`config.mk`:
```
export PLATFORM = sky130hd
export DESIGN_NAME = mem_stage_sram_ctrl_flat
export DESIGN_NICKNAME = d
export VERILOG_FILES = /design/src/rtl/mem_stage_sram_ctrl_if.sv /design/src/rtl/mem_stage_sram_ctrl.sv /design/src/flat_wrapper.sv
export SDC_FILE = /design/constraint.sdc
export NUM_CORES = 1
export LEC_CHECK = 0
export ABC_AREA = 1
export CORE_AREA = 2 2 116 118
export DETAILED_ROUTE_END_ITERATION = 10
export DIE_AREA = 0 0 118 120
export GPL_ROUTABILITY_DRIVEN = 0
export GPL_TIMING_DRIVEN = 0
export PLACE_DENSITY = 0.85
export SLEW_MARGIN = 20
export SYNTH_ARGS = -nofsm -noshare
export SYNTH_HDL_FRONTEND = slang
export SYNTH_SLANG_ARGS = --single-unit
```
`constraint.sdc`:
```
create_clock -name clk -period 1.65 [get_ports clk]
set_clock_uncertainty 0.05 [all_clocks]
set_input_delay 0.33 -clock clk [delete_from_list [all_inputs] [get_ports clk]]
set_output_delay 0.33 -clock clk [all_outputs]
set_load 0.01 [all_outputs]
```
`src/rtl/mem_stage_sram_ctrl_if.sv`:
```
// MEM stage data-access bundle between EX/MEM and the SRAM controller.
// Master is the pipeline side; slave is the controller.
interface mem_stage_sram_ctrl_if;
  logic        wr_en;
  logic        rd_en;
  logic [31:0] address;
  logic [31:0] write_data;
  logic [31:0] read_data;
  logic        ready;

  modport master (
    output wr_en,
    output rd_en,
    output address,
    output write_data,
    input  read_data,
    input  ready
  );

  modport slave (
    input  wr_en,
    input  rd_en,
    input  address,
    input  write_data,
    output read_data,
    output ready
  );
endinterface

```
`src/rtl/mem_stage_sram_ctrl.sv`:
```
// MEM stage controller: splits each 32-bit load/store into two timed
// 16-bit accesses on an asynchronous SRAM and stalls the pipeline meanwhile.
module mem_stage_sram_ctrl #(
  parameter int unsigned BASE_ADDR   = 1024,
  parameter int unsigned WAIT_CYCLES = 5
) (
  input  logic                 clk,
  input  logic                 rst,
  mem_stage_sram_ctrl_if.slave bus,
  output logic [17:0]          sram_addr,
  output logic [15:0]          sram_dq_out,
  output logic                 sram_dq_oe,
  input  logic [15:0]          sram_dq_in,
  output logic                 sram_we_n,
  output logic                 sram_oe_n
);

  localparam int CW = $clog2(WAIT_CYCLES);
  localparam logic [CW-1:0] LAST = CW'(WAIT_CYCLES - 1);
  localparam logic [CW-1:0] PRE  = CW'(WAIT_CYCLES - 2);

  typedef enum logic [2:0] {
    IDLE,
    WR_LO,
    WR_HI,
    RD_LO,
    RD_HI,
    DONE
  } state_t;

  state_t         state;
  logic [CW-1:0]  cnt;
  logic [16:0]    word_q;
  logic [31:0]    data_q;
  logic [15:0]    lo_q;
  logic [31:0]    offset;
  logic           req;
  logic           unused_bits;

  assign offset      = bus.address - 32'(BASE_ADDR);
  assign unused_bits = ^{offset[31:19], offset[1:0]};
  assign req         = bus.wr_en | bus.rd_en;

  // Reset forces ready high so a held request cannot stall out of reset.
  always_comb begin
    bus.ready = 1'b0;
    if (!rst)
      bus.ready = 1'b1;
    else if (state == DONE)
      bus.ready = 1'b1;
    else if (state == IDLE)
      bus.ready = ~req;
  end

  // SRAM pins are registered one step ahead, so they always match
  // the current state/counter pair without any combinational glitches.
  always_ff @(posedge clk or negedge rst) begin
    if (!rst) begin
      state         <= IDLE;
      cnt           <= '0;
      word_q        <= '0;
      data_q        <= '0;
      lo_q          <= '0;
      bus.read_data <= '0;
      sram_addr     <= '0;
      sram_dq_out   <= '0;
      sram_dq_oe    <= 1'b0;
      sram_we_n     <= 1'b1;
      sram_oe_n     <= 1'b1;
    end else begin
      unique case (state)
        IDLE: begin
          if (req) begin
            word_q    <= offset[18:2];
            data_q    <= bus.write_data;
            cnt       <= '0;
            sram_addr <= {offset[18:2], 1'b0};
            if (bus.wr_en) begin
              state       <= WR_LO;
              sram_dq_oe  <= 1'b1;
              sram_dq_out <= bus.write_data[15:0];
              sram_we_n   <= 1'b0;
            end else begin
              state     <= RD_LO;
              sram_oe_n <= 1'b0;
            end
          end
        end
        WR_LO, WR_HI: begin
          if (cnt == LAST) begin
            cnt <= '0;
            if (state == WR_LO) begin
              state       <= WR_HI;
              sram_addr   <= {word_q, 1'b1};
              sram_dq_out <= data_q[31:16];
              sram_we_n   <= 1'b0;
            end else begin
              state      <= DONE;
              sram_dq_oe <= 1'b0;
              sram_we_n  <= 1'b1;
            end
          end else begin
            cnt       <= cnt + 1'b1;
            sram_we_n <= (cnt == PRE);
          end
        end
        RD_LO: begin
          if (cnt == LAST) begin
            cnt       <= '0;
            lo_q      <= sram_dq_in;
            state     <= RD_HI;
            sram_addr <= {word_q, 1'b1};
          end else begin
            cnt <= cnt + 1'b1;
          end
        end
        RD_HI: begin
          if (cnt == LAST) begin
            cnt           <= '0;
            bus.read_data <= {sram_dq_in, lo_q};
            state         <= DONE;
            sram_oe_n     <= 1'b1;
          end else begin
            cnt <= cnt + 1'b1;
          end
        end
        DONE: state <= IDLE;
        default: state <= IDLE;
      endcase
    end
  end

endmodule
```
`src/flat_wrapper.sv`:
```
// flat-port wrapper written by rule: the top's interface ports become plain ports
module mem_stage_sram_ctrl_flat 
#(
  parameter int unsigned BASE_ADDR   = 1024,
  parameter int unsigned WAIT_CYCLES = 5
)
  (clk, rst, sram_addr, sram_dq_out, sram_dq_oe, sram_dq_in, sram_we_n, sram_oe_n, bus_wr_en, bus_rd_en, bus_address, bus_write_data, bus_read_data, bus_ready);
  mem_stage_sram_ctrl_if bus_i ();
  input  logic clk;
  input  logic rst;
  output logic [17:0] sram_addr;
  output logic [15:0] sram_dq_out;
  output logic sram_dq_oe;
  input  logic [15:0] sram_dq_in;
  output logic sram_we_n;
  output logic sram_oe_n;
  input wire logic [$bits(bus_i.wr_en)-1:0] bus_wr_en;
  input wire logic [$bits(bus_i.rd_en)-1:0] bus_rd_en;
  input wire logic [$bits(bus_i.address)-1:0] bus_address;
  input wire logic [$bits(bus_i.write_data)-1:0] bus_write_data;
  output wire logic [$bits(bus_i.read_data)-1:0] bus_read_data;
  output wire logic [$bits(bus_i.ready)-1:0] bus_ready;
  assign bus_i.wr_en = bus_wr_en;
  assign bus_i.rd_en = bus_rd_en;
  assign bus_i.address = bus_address;
  assign bus_i.write_data = bus_write_data;
  assign bus_read_data = bus_i.read_data;
  assign bus_ready = bus_i.ready;
  mem_stage_sram_ctrl #(.BASE_ADDR(BASE_ADDR), .WAIT_CYCLES(WAIT_CYCLES)) u_core (.clk(clk), .rst(rst), .bus(bus_i), .sram_addr(sram_addr), .sram_dq_out(sram_dq_out), .sram_dq_oe(sram_dq_oe), .sram_dq_in(sram_dq_in), .sram_we_n(sram_we_n), .sram_oe_n(sram_oe_n));
endmodule
```
==> results of run 1 <==
state kept, by name, summed over array words and instances, names as in the netlist:
name                  cells
u_core.sram_dq_oe         1
u_core.sram_oe_n          1
u_core.state              3
u_core.word_q            17
u_core.sram_we_n          1
u_core.bus.read_data     32
u_core.cnt                3
u_core.sram_addr         18
u_core.lo_q              16
u_core.data_q            16
u_core.sram_dq_out       16
cells in the mapped netlist, drive strengths merged:
cell	instances	area share (%)
nand3b	1	0.14
dfstp	2	0.97
nand2	280	20
nor2	26	2.1
buf	14	1.7
o21ai	82	7.6
o22ai	2	0.23
clkbuf	10	0.69
inv	53	3.7
xnor2	1	0.16
o2111ai	1	0.16
ha	4	0.92
o311ai	1	0.16
nand4	3	0.46
xor2	2	0.32
a21oi	4	0.37
o21bai	1	0.14
nand3	12	1.2
mux2	16	3.3
dfrtp	122	56
worst paths after layout:
path	start	to	cells after the start
min in group clk	bus_write_data[31]	u_core.data_q[31]$_DFFE_PN0P_	3
worst min-delay path	rst	u_core.bus.read_data[8]$_DFFE_PN0P_	2
worst max-delay path	u_core.state[1]$_DFFE_PN0P_	bus_ready	5
worst min register to register	u_core.sram_oe_n$_DFFE_PN1P_	u_core.sram_oe_n$_DFFE_PN1P_	2
worst max register to register	u_core.state[1]$_DFFE_PN0P_	u_core.word_q[11]$_DFFE_PN0P_	9
max in group asynchronous	rst	u_core.sram_oe_n$_DFFE_PN1P_	3
per-stage QoR:
step	utilization, %	hold slack, ns
2_1_floorplan	-	-0.0156
3_3_place_gp	54.2	0.403
3_5_place_dp	54.6	0.318
4_1_cts	60.2	-0.118
5_1_grt	62.3	-0.145
6_report	62.3	-0.149
area by class of cell:
| cell class | instances | area, sq um | share of cell area, % |
|---|---|---|---|
| multi-input cells | 437 | 2120 | 26.3 |
| inverters | 53 | 219 | 2.71 |
| repair buffers | 169 | 1590 | 19.7 |
| well taps | 176 | 220 | 2.72 |
| flip-flops and latches | 124 | 3110 | 38.4 |
| clock buffers | 20 | 467 | 5.77 |
| clock inverters | 12 | 168 | 2.07 |
| plain buffers | 22 | 190 | 2.35 |
per-layer routing:
layer  up-vias  wire length, microns  track usage (%)
met5         -                     0                0
met4         0                   414             9.79
met3        27                   524             4.23
met2       134                  7290             34.3
met1      2295                  6160             25.7
li1       2391                     -                -
worst max-delay path, stage by stage, from the launching register on:
cell	delay, ns
dfrtp_1	0.37
buf_6	0.14
nor2_4	0.14
nand3_4	0.11
o311ai_4	0.08
buf_6	0.15
cell usage in the layout, fill, tap and decap left out, types with 5 or more instances in the layout:
cell and n:
clkbuf_8 5, nand2_1 272, mux2_2 16, clkbuf_16 18, buf_6 7, dlygate4sd2_1 69, nand3_1 9, o21ai_1 16
nor2_1 20, nand2_4 6, buf_4 34, clkdlybuf4s50_1 67, o21ai_0 64, dfrtp_1 120, inv_1 44, clkinv_2 5
repair_timing:
item                                    in CTS  in global routing
gates resized for setup                    113                 53
gates cloned                                 1                  2
endpoints found under the setup margin     175                122
pin swaps                                    5                  7
buffers inserted                            10                 17
hold endpoints to repair                    80                 80
cells by family (layout without fill, tap and decap cells):
family                     after synthesis  after routing  synth area share [%]
AOI/OAI and AO/OA                       91             91                  8.62
adders and majority gates                4              4                 0.921
DFF                                    124            124                  57.2
and+or+nand+nor                        322            323                  23.4
buffers and inverters                   77            276                  6.08
xor gates and xnor gates                 3              3                 0.484
muxes                                   16             16                  3.32
power by group through the flow:
stage / registers, mW / clock network [mW] / logic (mW)
after floorplan: 5.48 / 0 / 3.53
after global placement: 5.19 / 0 / 6.39
after detailed placement: 5.25 / 0 / 6.62
after CTS: 5.20 / 4.01 / 6.55
after global routing: 5.37 / 4.15 / 8.04
final: 5.21 / 3.93 / 7.16
==> results.md, run 1 <==
* Run status: finished with violations
* Failing checks: negative hold slack, negative setup slack
* Global Route Usage Sum at around a fifth
* Sw Share at roughly 37%
* CP required at ~1.3 ns
* Final worst slack at -0.131 ns
* Post-route minimum period at between 1.5 and 2 ns
* Row count at between 40 and 50
* Hold WC Path Type: input pin to asynchronous set/reset pin
* Fillers at approximately 1.1k
* Port Buf Inserts at 138
* Gate power share at between 40 and 50%
* Crit share post-route at 108%
* Pleak at 4.21 nW
* Power per Cell Area at roughly 2000 mW/mm^2
* Number of global-route vias before repair at roughly 4.7k
* Cells after Synth at ~640
* Fin Hold WS at -0.149 ns
* R2r setup slk at -0.11 ns
* Pint at approximately 10 mW
* Drt first-iter violations at between 200 and 250
* Max Freq at between 0.5 and 0.6 GHz
* Setup-failing EPs final at 32
* Final hold viol count at 80
* Max-cap viol count at 0
* Startpoint types: register
* Cell total after placement at roughly 950
* Starting Density at between 40% and 50%
* Vias/cell at around 4.8
* Drt wl/cell at about 14 microns
* Total die area at about 0.014 sq mm
* DP Worst Slack at -0.690 ns
* Fin nets at about 910
* WS Path Type: register to primary output
* Layout cells sized above 1 at approximately 17%
* Yosys warns at 0
* CTS Buf Count at 17
* Diode count at 0
* CTS HTree Levels at 4
* Hpwl dp at around 10000 microns
* Total power at ~16 mW
* Register area share after synthesis at a little under three fifths
* Setup tns final at -2.30 ns
* Clock-pin transition on the worst setup and hold timing paths at about 0.050 ns
* Clk buf depth at 2
* RSZ-0062 raised after global routing: true
* Total gr overflow at 0
* Routed Antenna Nets at 0
* Netlist cell types at 29
* Crit-path max FO at 7
* Syn nets at 725
* Clock Latency Late Sink at about 0.4 ns
* DRC violations left at 0
* TritonCTS clock tree: yes
* Root Buffer: clkbuf_16
* Finished Layout Cells at ~1k
* Global-route wire length before repair at roughly 23000 microns
* Core footprint at ~0.013 sq mm
* Max_slew headroom at approximately three quarters
* Cell Area, Synth at around 0.0054 sq mm
* Area growth from synthesis to layout at 48.9%
* Sw Pwr at roughly 6 mW
* Sequential power share at about 32%
* Detailed-route via count at roughly 4.8k
* Final Slew Violations at 0
* Die Y at 120 microns
* DRT Pass-1 Iters at 5
* Slew at the pin with the worst max-slew slack at 0.345 ns
* DP Area at approximately 0.0071 sq mm
* CTS Sinks at between 100 and 150
* Syn_area_per_cell at ~8.5 sq um
* Synth Register Bits at ~120
* Crit path DAT at ~1.4 ns
* Clock power frac at about 24%
* Initial antenna violation count at 0
* DRT Wirelength at around 14000 microns
* VDD IR-drop max at between 0.0007 and 0.0008 V
* Design area at approximately 0.0081 sq mm
* CP Capture Type: primary output
* Io pins at 154
* Width of the chip at 118 microns
* Largest net degree at the start of global routing at 83
No activity file was read; power rests on OpenSTA's default activity.
==> run 2, diff against run 1 <==
--- a/config.mk
+++ b/config.mk
@@ -7,6 +7,7 @@
 export LEC_CHECK = 0
 export ABC_AREA = 1
 export CORE_AREA = 2 2 116 118
+export CTS_CLUSTER_SIZE = 24
 export DETAILED_ROUTE_END_ITERATION = 10
 export DIE_AREA = 0 0 118 120
 export GPL_ROUTABILITY_DRIVEN = 0
==> results of run 2 <==
Same layout as run 1: the final DEF is identical, and so are final timing and power.
